File: src/rtl/lsu_pkg.sv
// Shared types and constants for the load/store unit: FSM states, Funct3 access
// encodings and lane widths.
package lsu_pkg;

    typedef enum logic [1:0] {
        StIdle = 2'd0,
        StReq  = 2'd1,
        StDone = 2'd2
    } lsu_state_e;

    localparam logic [2:0] F3_B  = 3'b000;
    localparam logic [2:0] F3_H  = 3'b001;
    localparam logic [2:0] F3_W  = 3'b010;
    localparam logic [2:0] F3_BU = 3'b100;
    localparam logic [2:0] F3_HU = 3'b101;

    localparam int unsigned ByteW = 8;
    localparam int unsigned HalfW = 16;
    localparam int unsigned WordW = 32;

endpackage

File: src/rtl/lsu_align.sv
// Lane steering for the LSU. The request side produces byte enables, replicated store
// data and the reject flag; the response side extracts and extends the loaded lane.
module lsu_align
    import lsu_pkg::*;
(
    input  logic [1:0]       req_addr_lo_i,
    input  logic [2:0]       req_funct3_i,
    input  logic             req_rd_i,
    input  logic             req_wr_i,
    input  logic [WordW-1:0] req_sdata_i,
    output logic [3:0]       req_be_o,
    output logic [WordW-1:0] req_wdata_o,
    output logic             req_misaligned_o,
    input  logic [1:0]       rsp_addr_lo_i,
    input  logic [2:0]       rsp_funct3_i,
    input  logic [WordW-1:0] rsp_rdata_i,
    output logic [WordW-1:0] rsp_data_o
);

    logic [WordW-1:0] lane;

    always_comb begin
        req_be_o         = 4'b0000;
        req_wdata_o      = req_sdata_i;
        req_misaligned_o = 1'b0;
        case (req_funct3_i)
            F3_B, F3_BU: begin
                req_be_o    = 4'b0001 << req_addr_lo_i;
                req_wdata_o = {4{req_sdata_i[ByteW-1:0]}};
            end
            F3_H, F3_HU: begin
                req_be_o         = 4'b0011 << req_addr_lo_i;
                req_wdata_o      = {2{req_sdata_i[HalfW-1:0]}};
                req_misaligned_o = req_addr_lo_i[0];
            end
            F3_W: begin
                req_be_o         = 4'b1111;
                req_misaligned_o = |req_addr_lo_i;
            end
            default: req_misaligned_o = 1'b1;
        endcase
        // Unsigned variants only make sense for loads; a simultaneous read+write is illegal.
        if (req_wr_i && ((req_funct3_i == F3_BU) || (req_funct3_i == F3_HU))) begin
            req_misaligned_o = 1'b1;
        end
        if (req_rd_i && req_wr_i) begin
            req_misaligned_o = 1'b1;
        end
    end

    always_comb begin
        lane = rsp_rdata_i >> {rsp_addr_lo_i, 3'b000};
        case (rsp_funct3_i)
            F3_B:    rsp_data_o = {{(WordW-ByteW){lane[ByteW-1]}}, lane[ByteW-1:0]};
            F3_BU:   rsp_data_o = {{(WordW-ByteW){1'b0}}, lane[ByteW-1:0]};
            F3_H:    rsp_data_o = {{(WordW-HalfW){lane[HalfW-1]}}, lane[HalfW-1:0]};
            F3_HU:   rsp_data_o = {{(WordW-HalfW){1'b0}}, lane[HalfW-1:0]};
            default: rsp_data_o = rsp_rdata_i;
        endcase
    end

endmodule

File: src/rtl/load_store_unit.sv
// Memory stage: turns EX-stage loads/stores into req/ack bus transactions, extends load
// data, and reports rejected accesses and bus timeouts as one-cycle pulses.
module load_store_unit
    import lsu_pkg::*;
#(
    parameter int unsigned DATA_WIDTH     = 32,
    parameter int unsigned TIMEOUT_CYCLES = 16
) (
    input  logic                  clk,
    input  logic                  reset,
    input  logic                  ex_valid,
    input  logic                  MemRead,
    input  logic                  MemWrite,
    input  logic [2:0]            Funct3,
    input  logic [DATA_WIDTH-1:0] ALUResult,
    input  logic [DATA_WIDTH-1:0] StoreData,
    output logic                  mem_req,
    output logic                  mem_we,
    output logic [DATA_WIDTH-1:0] mem_addr,
    output logic [DATA_WIDTH-1:0] mem_wdata,
    output logic [3:0]            mem_be,
    input  logic                  mem_ack,
    input  logic [DATA_WIDTH-1:0] mem_rdata,
    output logic                  stall,
    output logic                  ld_valid,
    output logic [DATA_WIDTH-1:0] ld_data,
    output logic                  misaligned,
    output logic                  bus_err
);

    localparam int unsigned CntW = $clog2(TIMEOUT_CYCLES + 1);
    localparam logic [CntW-1:0] CntLast = CntW'(TIMEOUT_CYCLES - 1);

    lsu_state_e            state_q;
    logic [CntW-1:0]       cnt_q;
    logic [1:0]            addr_lo_q;
    logic [2:0]            funct3_q;
    logic                  mem_req_q;
    logic                  mem_we_q;
    logic [DATA_WIDTH-1:0] mem_addr_q;
    logic [DATA_WIDTH-1:0] mem_wdata_q;
    logic [3:0]            mem_be_q;
    logic                  ld_valid_q;
    logic [DATA_WIDTH-1:0] ld_data_q;
    logic                  misaligned_q;
    logic                  bus_err_q;

    logic                  accept;
    logic [3:0]            req_be;
    logic [DATA_WIDTH-1:0] req_wdata;
    logic                  req_bad;
    logic [DATA_WIDTH-1:0] rsp_data;

    assign accept = ex_valid && (MemRead || MemWrite);

    lsu_align u_align (
        .req_addr_lo_i    (ALUResult[1:0]),
        .req_funct3_i     (Funct3),
        .req_rd_i         (MemRead),
        .req_wr_i         (MemWrite),
        .req_sdata_i      (StoreData),
        .req_be_o         (req_be),
        .req_wdata_o      (req_wdata),
        .req_misaligned_o (req_bad),
        .rsp_addr_lo_i    (addr_lo_q),
        .rsp_funct3_i     (funct3_q),
        .rsp_rdata_i      (mem_rdata),
        .rsp_data_o       (rsp_data)
    );

    // Combinational so EX holds the instruction in the very cycle it is accepted.
    assign stall = ((state_q == StIdle) && accept && !req_bad) || (state_q == StReq);

    always_ff @(posedge clk or negedge reset) begin
        if (!reset) begin
            state_q      <= StIdle;
            cnt_q        <= '0;
            addr_lo_q    <= '0;
            funct3_q     <= '0;
            mem_req_q    <= 1'b0;
            mem_we_q     <= 1'b0;
            mem_addr_q   <= '0;
            mem_wdata_q  <= '0;
            mem_be_q     <= '0;
            ld_valid_q   <= 1'b0;
            ld_data_q    <= '0;
            misaligned_q <= 1'b0;
            bus_err_q    <= 1'b0;
        end else begin
            ld_valid_q   <= 1'b0;
            misaligned_q <= 1'b0;
            bus_err_q    <= 1'b0;
            case (state_q)
                StIdle: begin
                    if (accept) begin
                        if (req_bad) begin
                            misaligned_q <= 1'b1;
                        end else begin
                            state_q     <= StReq;
                            cnt_q       <= '0;
                            addr_lo_q   <= ALUResult[1:0];
                            funct3_q    <= Funct3;
                            mem_req_q   <= 1'b1;
                            mem_we_q    <= MemWrite;
                            mem_addr_q  <= {ALUResult[DATA_WIDTH-1:2], 2'b00};
                            mem_wdata_q <= req_wdata;
                            mem_be_q    <= req_be;
                        end
                    end
                end
                StReq: begin
                    // An ack on the last permitted cycle still completes normally.
                    if (mem_ack) begin
                        state_q   <= StDone;
                        mem_req_q <= 1'b0;
                        if (!mem_we_q) begin
                            ld_valid_q <= 1'b1;
                            ld_data_q  <= rsp_data;
                        end
                    end else if (cnt_q == CntLast) begin
                        state_q   <= StIdle;
                        mem_req_q <= 1'b0;
                        bus_err_q <= 1'b1;
                    end else begin
                        cnt_q <= cnt_q + CntW'(1);
                    end
                end
                StDone:  state_q <= StIdle;
                default: state_q <= StIdle;
            endcase
        end
    end

    assign mem_req    = mem_req_q;
    assign mem_we     = mem_we_q;
    assign mem_addr   = mem_addr_q;
    assign mem_wdata  = mem_wdata_q;
    assign mem_be     = mem_be_q;
    assign ld_valid   = ld_valid_q;
    assign ld_data    = ld_data_q;
    assign misaligned = misaligned_q;
    assign bus_err    = bus_err_q;

endmodule

File: config.mk
export PLATFORM = sky130hd
export DESIGN_NAME = load_store_unit
export DESIGN_NICKNAME = d
export VERILOG_FILES = /design/src/rtl/lsu_pkg.sv /design/src/rtl/lsu_align.sv /design/src/rtl/load_store_unit.sv
export SDC_FILE = /design/constraint.sdc
export NUM_CORES = 1
export LEC_CHECK = 0
export BUFFER_PORTS_ARGS = -buffer_cell sky130_fd_sc_hd__buf_2
export CAP_MARGIN = 20
export CORE_UTILIZATION = 35
export DETAILED_ROUTE_END_ITERATION = 8
export PLACE_DENSITY = 0.64
export SLEW_MARGIN = 10
export SYNTH_ARGS = -nofsm -noshare
export SYNTH_HDL_FRONTEND = slang
export SYNTH_HIERARCHICAL = 1
export SYNTH_SLANG_ARGS = --single-unit
File: constraint.sdc
create_clock -name clk -period 5.74 [get_ports clk]
set_clock_uncertainty 0.1 [all_clocks]
set_input_delay 0.287 -clock clk [delete_from_list [all_inputs] [get_ports clk]]
set_output_delay 0.287 -clock clk [all_outputs]
set_load 0.02 [all_outputs]
==> qor.csv, run 1 <==
metric;value;unit
number of antenna violations at the first check in global routing;0;
Setup violations, final;0;
DR vias;4430;
startpoint types;register;
vias in the first global route;4674;
Worst path depth;4;
post-route insts no fill;892;
Die Height;129;microns
number of flops mapped to enable cells by yosys;0;
Worst setup EP type;register;
synthesis-to-finish area growth;34.9;%
gr ovfl total;0;
Placed Cells incl. Taps;841;
Final Cycle Share;44.0;%
Comb power frac;35.3;%
leakage;3.64;nW
synth warn;6;
crit-path leading delay family;compound AO/OA/AOI/OAI gates;
H-tree levels;4;
crit-path cells;clkinv_1 > a22oi_2 > o211ai_1 > mux2_2;
PD cells;508;nW/um^2
sequential area share after synthesis;51.0;%
Synth Register Bits;115;
die area;16600;sq um
Reg2Reg Depth;4;
post-route ant nets;0;
Tmin final;2.52;ns
CP peak stage delay;0.68;ns
Nets;770;
switch share;35.2;%
global-route wire length before repair;22.9;mm
IO buf count;208;
relative slew slack;38.4;%
die width;129;microns
detail-routed via count per cell;4.97;
# IOs;211;
GRT Total Usage;17.8;%
core area;15800;sq um
Setup TNS;0;ns
top_reg_cell synth;dfrtp_1;
average wire per standard cell;16.1;microns
Max FO, Critical Path;17;
clk slew on worst S/H paths;0.06;ns
WP buf/inv;1;
num rows;46;
Slowest-stage cell, CP;a22oi_2;
Data required, critical path;5.93;ns
Worst Hold Depth;2;
Synth cell types;47;
Fill cells;1436;
worst slew pin tran;0.925;ns
area of the multi-input gates;2490;sq um
clk buf depth;2;
router iterations before antenna repair;5;
1st-iter DRT viols;209;
cts repair resizes;0;
clock sinks;115;
Routed WL;14.4;mm
ratio of cells with drive above 1 in the final layout;55.5;%
hold crit path type;input port to register;
VDD IR-drop max;208;uV
largest net degree at the start of global routing;75;
post-synthesis async set-or-reset flop share;100;%
Cells after Synth;450;
register area;2880;sq um
Max Cap Violations;0;
sw power;1.36;mW
syn avg cell area;12.6;sq um
Clk network pwr share;31.1;%
Num CTS Buffers;17;
Worst Path Arrival;2.72;ns
Clk Latency, worst-skew pair;0.40;ns
Remaining DRCs;0;
fmax;396;MHz
gpl congestion;0.886;
Flop pwr share;33.6;%
Starting Density;35.7;%
CP Class;register to register;
Ant. Diodes;0;
Final Slew Violations;0;
unrepaired setup endpoints after global routing;false;
clock root buffer;clkbuf_16;
final hold violations;0;
dpl hpwl;10.1;mm
status;completed;
Cell Int Power;2.51;mW
CTS tree;done;
mapped cell area;5650;sq um
## kinds of logic (layout without fill, tap and decap cells)
logic type      count (synthesis)  after routing  synth area share (%)
simple gates                   71             71                  6.18
flops                         115            115                  51.0
fa+ha+maj                       2              2                 0.443
buf+inv                        49            274                  5.07
other cells                     1              2                0.0664
mux                           139            139                  27.7
compound gates                 73             73                  9.59
## final timing paths
path / from / to / slack (ns)
worst max-delay path: addr_lo_q[0] / ld_data[27] / 3.22
worst min-delay path: ALUResult[17] / mem_addr[17] / 0.02
worst max register to register: addr_lo_q[0] / ld_data[27] / 3.22
worst min register to register: ld_data[5] / ld_data[5] / 0.38
max in group asynchronous: reset / cnt_q[2] / 3.89
min in group asynchronous: reset / ld_data[0] / 0.37
## synth_stat cells, types with 2 or more instances
master | number | area (sq um)
nand3b_1 | 4 | 30.0
buf_2 | 4 | 20.0
nor2b_1 | 4 | 25.0
a22oi_1 | 5 | 37.5
a221oi_1 | 3 | 26.3
o211a_1 | 3 | 30.0
mux2_2 | 123 | 1390
dfrtp_1 | 115 | 2880
buf_4 | 19 | 143
a22o_1 | 3 | 26.3
nand2_1 | 46 | 173
nor2_1 | 5 | 18.8
mux2i_1 | 13 | 130
o2bb2ai_1 | 3 | 26.3
o22ai_1 | 5 | 31.3
o31ai_1 | 9 | 67.6
nor3_1 | 2 | 10.0
o21a_1 | 2 | 15.0
inv_1 | 10 | 37.5
ha_1 | 2 | 25.0
nor4b_1 | 2 | 17.5
clkbuf_1 | 11 | 41.3
o211ai_1 | 18 | 135
o21ai_0 | 15 | 75.1
buf_6 | 2 | 22.5
## metrics by stage
step | hold WS, ns | utilization [%] | setup slack [ns] | area (sq um) | total power, mW
floorplan | -0.109 | - | 3.58 | 5650 | 2.20
global placement | 0.289 | 42.7 | 2.94 | 6760 | 2.64
detailed placement | 0.309 | 42.7 | 2.89 | 6760 | 2.68
CTS | 0.000953 | 48.1 | 3.24 | 7620 | 3.91
global route | 0.00118 | 48.1 | 3.08 | 7620 | 4.08
finish | 0.0193 | 48.1 | 3.22 | 7620 | 3.87
## state kept, by name, indices dropped and copies added (netlist names)
signal and cells:
ld_valid 1, funct3_q 3, misaligned 1, cnt_q 5, state_q 2, ld_data 32, bus_err 1, addr_lo_q 2
mem_addr 30, mem_we 1, mem_req 1, mem_be 4, mem_wdata 32
## layout make-up
class	instances	share of cell area, %
flip-flops and latches	115	37.8
multi-input cells	287	32.7
repair buffers	231	16.6
clock buffers	18	5.76
well taps	216	3.55
clock inverters	14	3.07
inverters	11	0.542
## routing by layer
layer	GRT usage [%]	wire (microns)	share of wire (%)
met4	6.09	167	1.2
met5	0	0	0
met1	20.9	6030	42
met2	30.6	7010	49
met3	5.82	1150	8.0
## power groups by stage
stage	clock [mW]	sequential [mW]	combinational (mW)
2_1_floorplan	0	1.62	0.582
3_5_place_dp	0	1.31	1.36
6_report	1.20	1.30	1.37
5_1_grt	1.26	1.35	1.47
4_1_cts	1.23	1.30	1.38
3_3_place_gp	0	1.30	1.34
## timing repair
action,in CTS,in global routing
buffers inserted,0,0
endpoints found under the setup margin,0,0
endpoints found under the hold margin,73,0
hold buffers,19,0
## worst register-to-register path, stage by stage (launching register included)
cell,delay [ns]
dfrtp_1,0.67
clkinv_1,0.41
a22oi_2,0.69
o211ai_1,0.24
mux2_2,0.30
## layout by cell type (no fill, tap or decap), drive strengths merged, types with 6 or more instances in the layout
cell type    Yosys  routed
nand2           46      46
mux2i           13      13
bufinv           0       6
inv             10      10
o211ai          18      18
clkinv           1       8
clkbuf          11      18
buf             27     212
a22oi            6       6
o21ai           16      16
dlygate4sd3      0      19
dfrtp          115     115
mux2           125     125
o31ai            9       9
Note: power is estimated with default switching activity, not from simulation.
==> run 2, diff against run 1 <==
- PLACE_DENSITY: 0.64 -> 0.66
- clock period: 5.74 -> 2.1 ns (I/O delays scaled with it)
==> run 2 against run 1 <==
  * Global-route usage is 2.0 points higher
  * Sequential share of layout area decreased by 3.8 points
  * Total power increased to 2.7 times the previous value
  * Flip-flop and latch count is the same
  * Hold slack gained 0.0098 ns
  * Utilization is 5.4 points higher
  * Critical path type is now input port to output pin
  * Sequential power rose to 2.7 times the previous value
  * Largest power group unchanged
  * Non-clock buffer count rose by 89
  * Critical path depth increased by 4
  * Count of clock-buffer cells in the layout up 4
  * Die area unchanged
  * Final cell count grew 9.9%
==> qor.csv, run 2 (synthesized netlist as in run 1, its figures left out) <==
metric;value;unit;change
CTS tree;done;;unchanged
hold slack;0.0292;ns;was 0.0193 ns
global-route wire length before repair;25.3;mm;was 22.9 mm
met2 wire len;8.01;mm;was 7.01 mm
H-tree levels;4;;unchanged
relative slew slack;59.9;%;was 38.4%
ratio of cells with drive above 1 in the final layout;52.1;%;was 55.5%
gpl congestion;0.845;;was 0.886
Tot Pwr;10.6;mW;was 3.87 mW
Max Cap Violations;0;;unchanged
commonest non-fill, non-tap cells in the layout;206 x buf_2, 123 x mux2_2, 115 x dfrtp_1;;was 207 x buf_2, 123 x mux2_2, 115 x dfrtp_1
VDD IR-drop max;573;uV;was 208 uV
CP Class;input port to output pin;;was register to register
PD cells;1250;nW/um^2;was 508 nW/um^2
crit-path cells;dlygate4sd3_1 > buf_2 > o21ai_0 > nand2_1 > buf_4 > or4_4 > nand2_2 > buf_6;;was clkinv_1 > a22oi_2 > o211ai_1 > mux2_2
num rows;46;;unchanged
top sig layer;met4;;unchanged
startpoint types;input port;;was register
Setup violations, final;0;;unchanged
average wire per standard cell;16.3;microns;was 16.1 microns
largest net degree at the start of global routing;50;;was 75
# IOs;211;;unchanged
Final Cycle Share;96.5;%;
number of antenna violations at the first check in global routing;0;;unchanged
leakage;4.00;nW;was 3.64 nW
clk slew on worst S/H paths;0.05;ns;was 0.06 ns
Worst Hold Depth;4;;was 2
clk buf depth;2;;unchanged
detail-routed via count per cell;4.89;;was 4.97
reg2reg end;cnt_q[2];;was ld_data[27]
Worst setup EP type;output pin;;was register
Num CTS Buffers;17;;unchanged
Layout Utilization;53.5;%;was 48.1%
hold_sp;mem_rdata[30];;was ALUResult[17]
Final Slew Violations;0;;unchanged
Remaining DRCs;0;;unchanged
Slowest-stage cell, CP;dlygate4sd3_1;;was a22oi_2
hold endpoint;ld_data[30];;was mem_addr[17]
Setup TNS;0;ns;unchanged
router iterations before antenna repair;4;;was 5
Nets;859;;was 770
die area;16600;sq um;unchanged
met3 WL;972;microns;was 1.15 mm
final instance area;8470;sq um;was 7620 sq um
met1 wire length;6.67;mm;was 6.03 mm
Ant. Diodes;0;;unchanged
commonest non-fill, non-tap cell in the layout;buf_2;;unchanged
die width;129;microns;unchanged
fmax;494;MHz;
Clk Latency, worst-skew pair;0.41;ns;was 0.40 ns
clock sinks;115;;unchanged
core area;15800;sq um;unchanged
Routed WL;16.0;mm;was 14.4 mm
Worst Path Arrival;1.82;ns;was 2.72 ns
Die Height;129;microns;unchanged
dpl hpwl;10.9;mm;was 10.1 mm
Max FO, Critical Path;3;;was 17
gr ovfl total;0;;unchanged
clock root buffer;clkbuf_16;;unchanged
Tmin final;2.03;ns;
Reg2Reg Depth;7;;was 4
Starting Density;35.7;%;unchanged
unrepaired setup endpoints after global routing;false;;unchanged
1st-iter DRT viols;223;;was 209
CP peak stage delay;0.54;ns;was 0.68 ns
worst reg2reg setup slack;0.12;ns;was 3.22 ns
status;completed;;unchanged
DR vias;4789;;was 4430
IO buf count;208;;unchanged
vias in the first global route;5107;;was 4674
post-route ant nets;0;;unchanged
dpl cell area;6940;sq um;was 6760 sq um
Data required, critical path;1.89;ns;was 5.93 ns
worst flop-to-flop path startpoint;cnt_q[0];;was addr_lo_q[0]
final hold violations;0;;unchanged
GRT Total Usage;19.8;%;was 17.8%
synthesis-to-finish area growth;50.0;%;was 34.9%
worst slew pin tran;0.600;ns;was 0.925 ns
hold crit path type;input port to register;;unchanged
run 2: stage by stage:
stage / cells / setup WS, ns
floorplan: 451 / 0.126
global placement: 861 / 0.101
detailed placement: 861 / 0.00691
CTS: 980 / 0.00271
global route: 980 / 0.0200
finish: 980 / 0.0738
run 2: cell type report:
class | count | area (sq um)
timing repair buffer | 320 | 2150
fill | 1347 | 7360
inverter | 11 | 41.3
multi-input combinational | 287 | 2520
tap | 216 | 270
clock inverter | 9 | 128
clock buffer | 22 | 484
sequential | 115 | 2880
run 2: how the worst max path moves through the flow:
stage	slack, ns	start	endpoint	cells past startpoint
after floorplan	0.13	Funct3[1]	addr_lo_q[0]	8
after global placement	0.10	Funct3[2]	mem_addr[22]	8
after detailed placement	0.007	cnt_q[0]	cnt_q[2]	7
after CTS	0.003	MemWrite	stall	8
after global routing	0.02	MemWrite	stall	8
final	0.07	MemWrite	stall	8
run 2: layer usage:
metal / vias to the layer above / GRT usage, %
met5: - / 0
met4: 0 / 9.20
met3: 25 / 4.95
met2: 179 / 33.4
met1: 2349 / 23.9
li1: 2236 / -
run 2: repair_timing:
action	CTS	global route
gates resized for setup	1	7
buffers inserted	0	0
endpoints found under the hold margin	196	0
pin swaps	0	2
hold buffers	88	0
setup endpoints to repair	1	3
run 2: power by group:
group / internal [mW] / switching, mW
Clock: 1.98 / 1.02
Combinational: 1.74 / 2.29
Sequential: 3.04 / 0.491
Total: 6.75 / 3.80
run 2: critical path: cells and delay by family:
| kind | cells | cell delay [ns] |
|---|---|---|
| simple gates | 3 | 0.68 |
| compound gates | 1 | 0.07 |
| buf+inv | 4 | 0.97 |
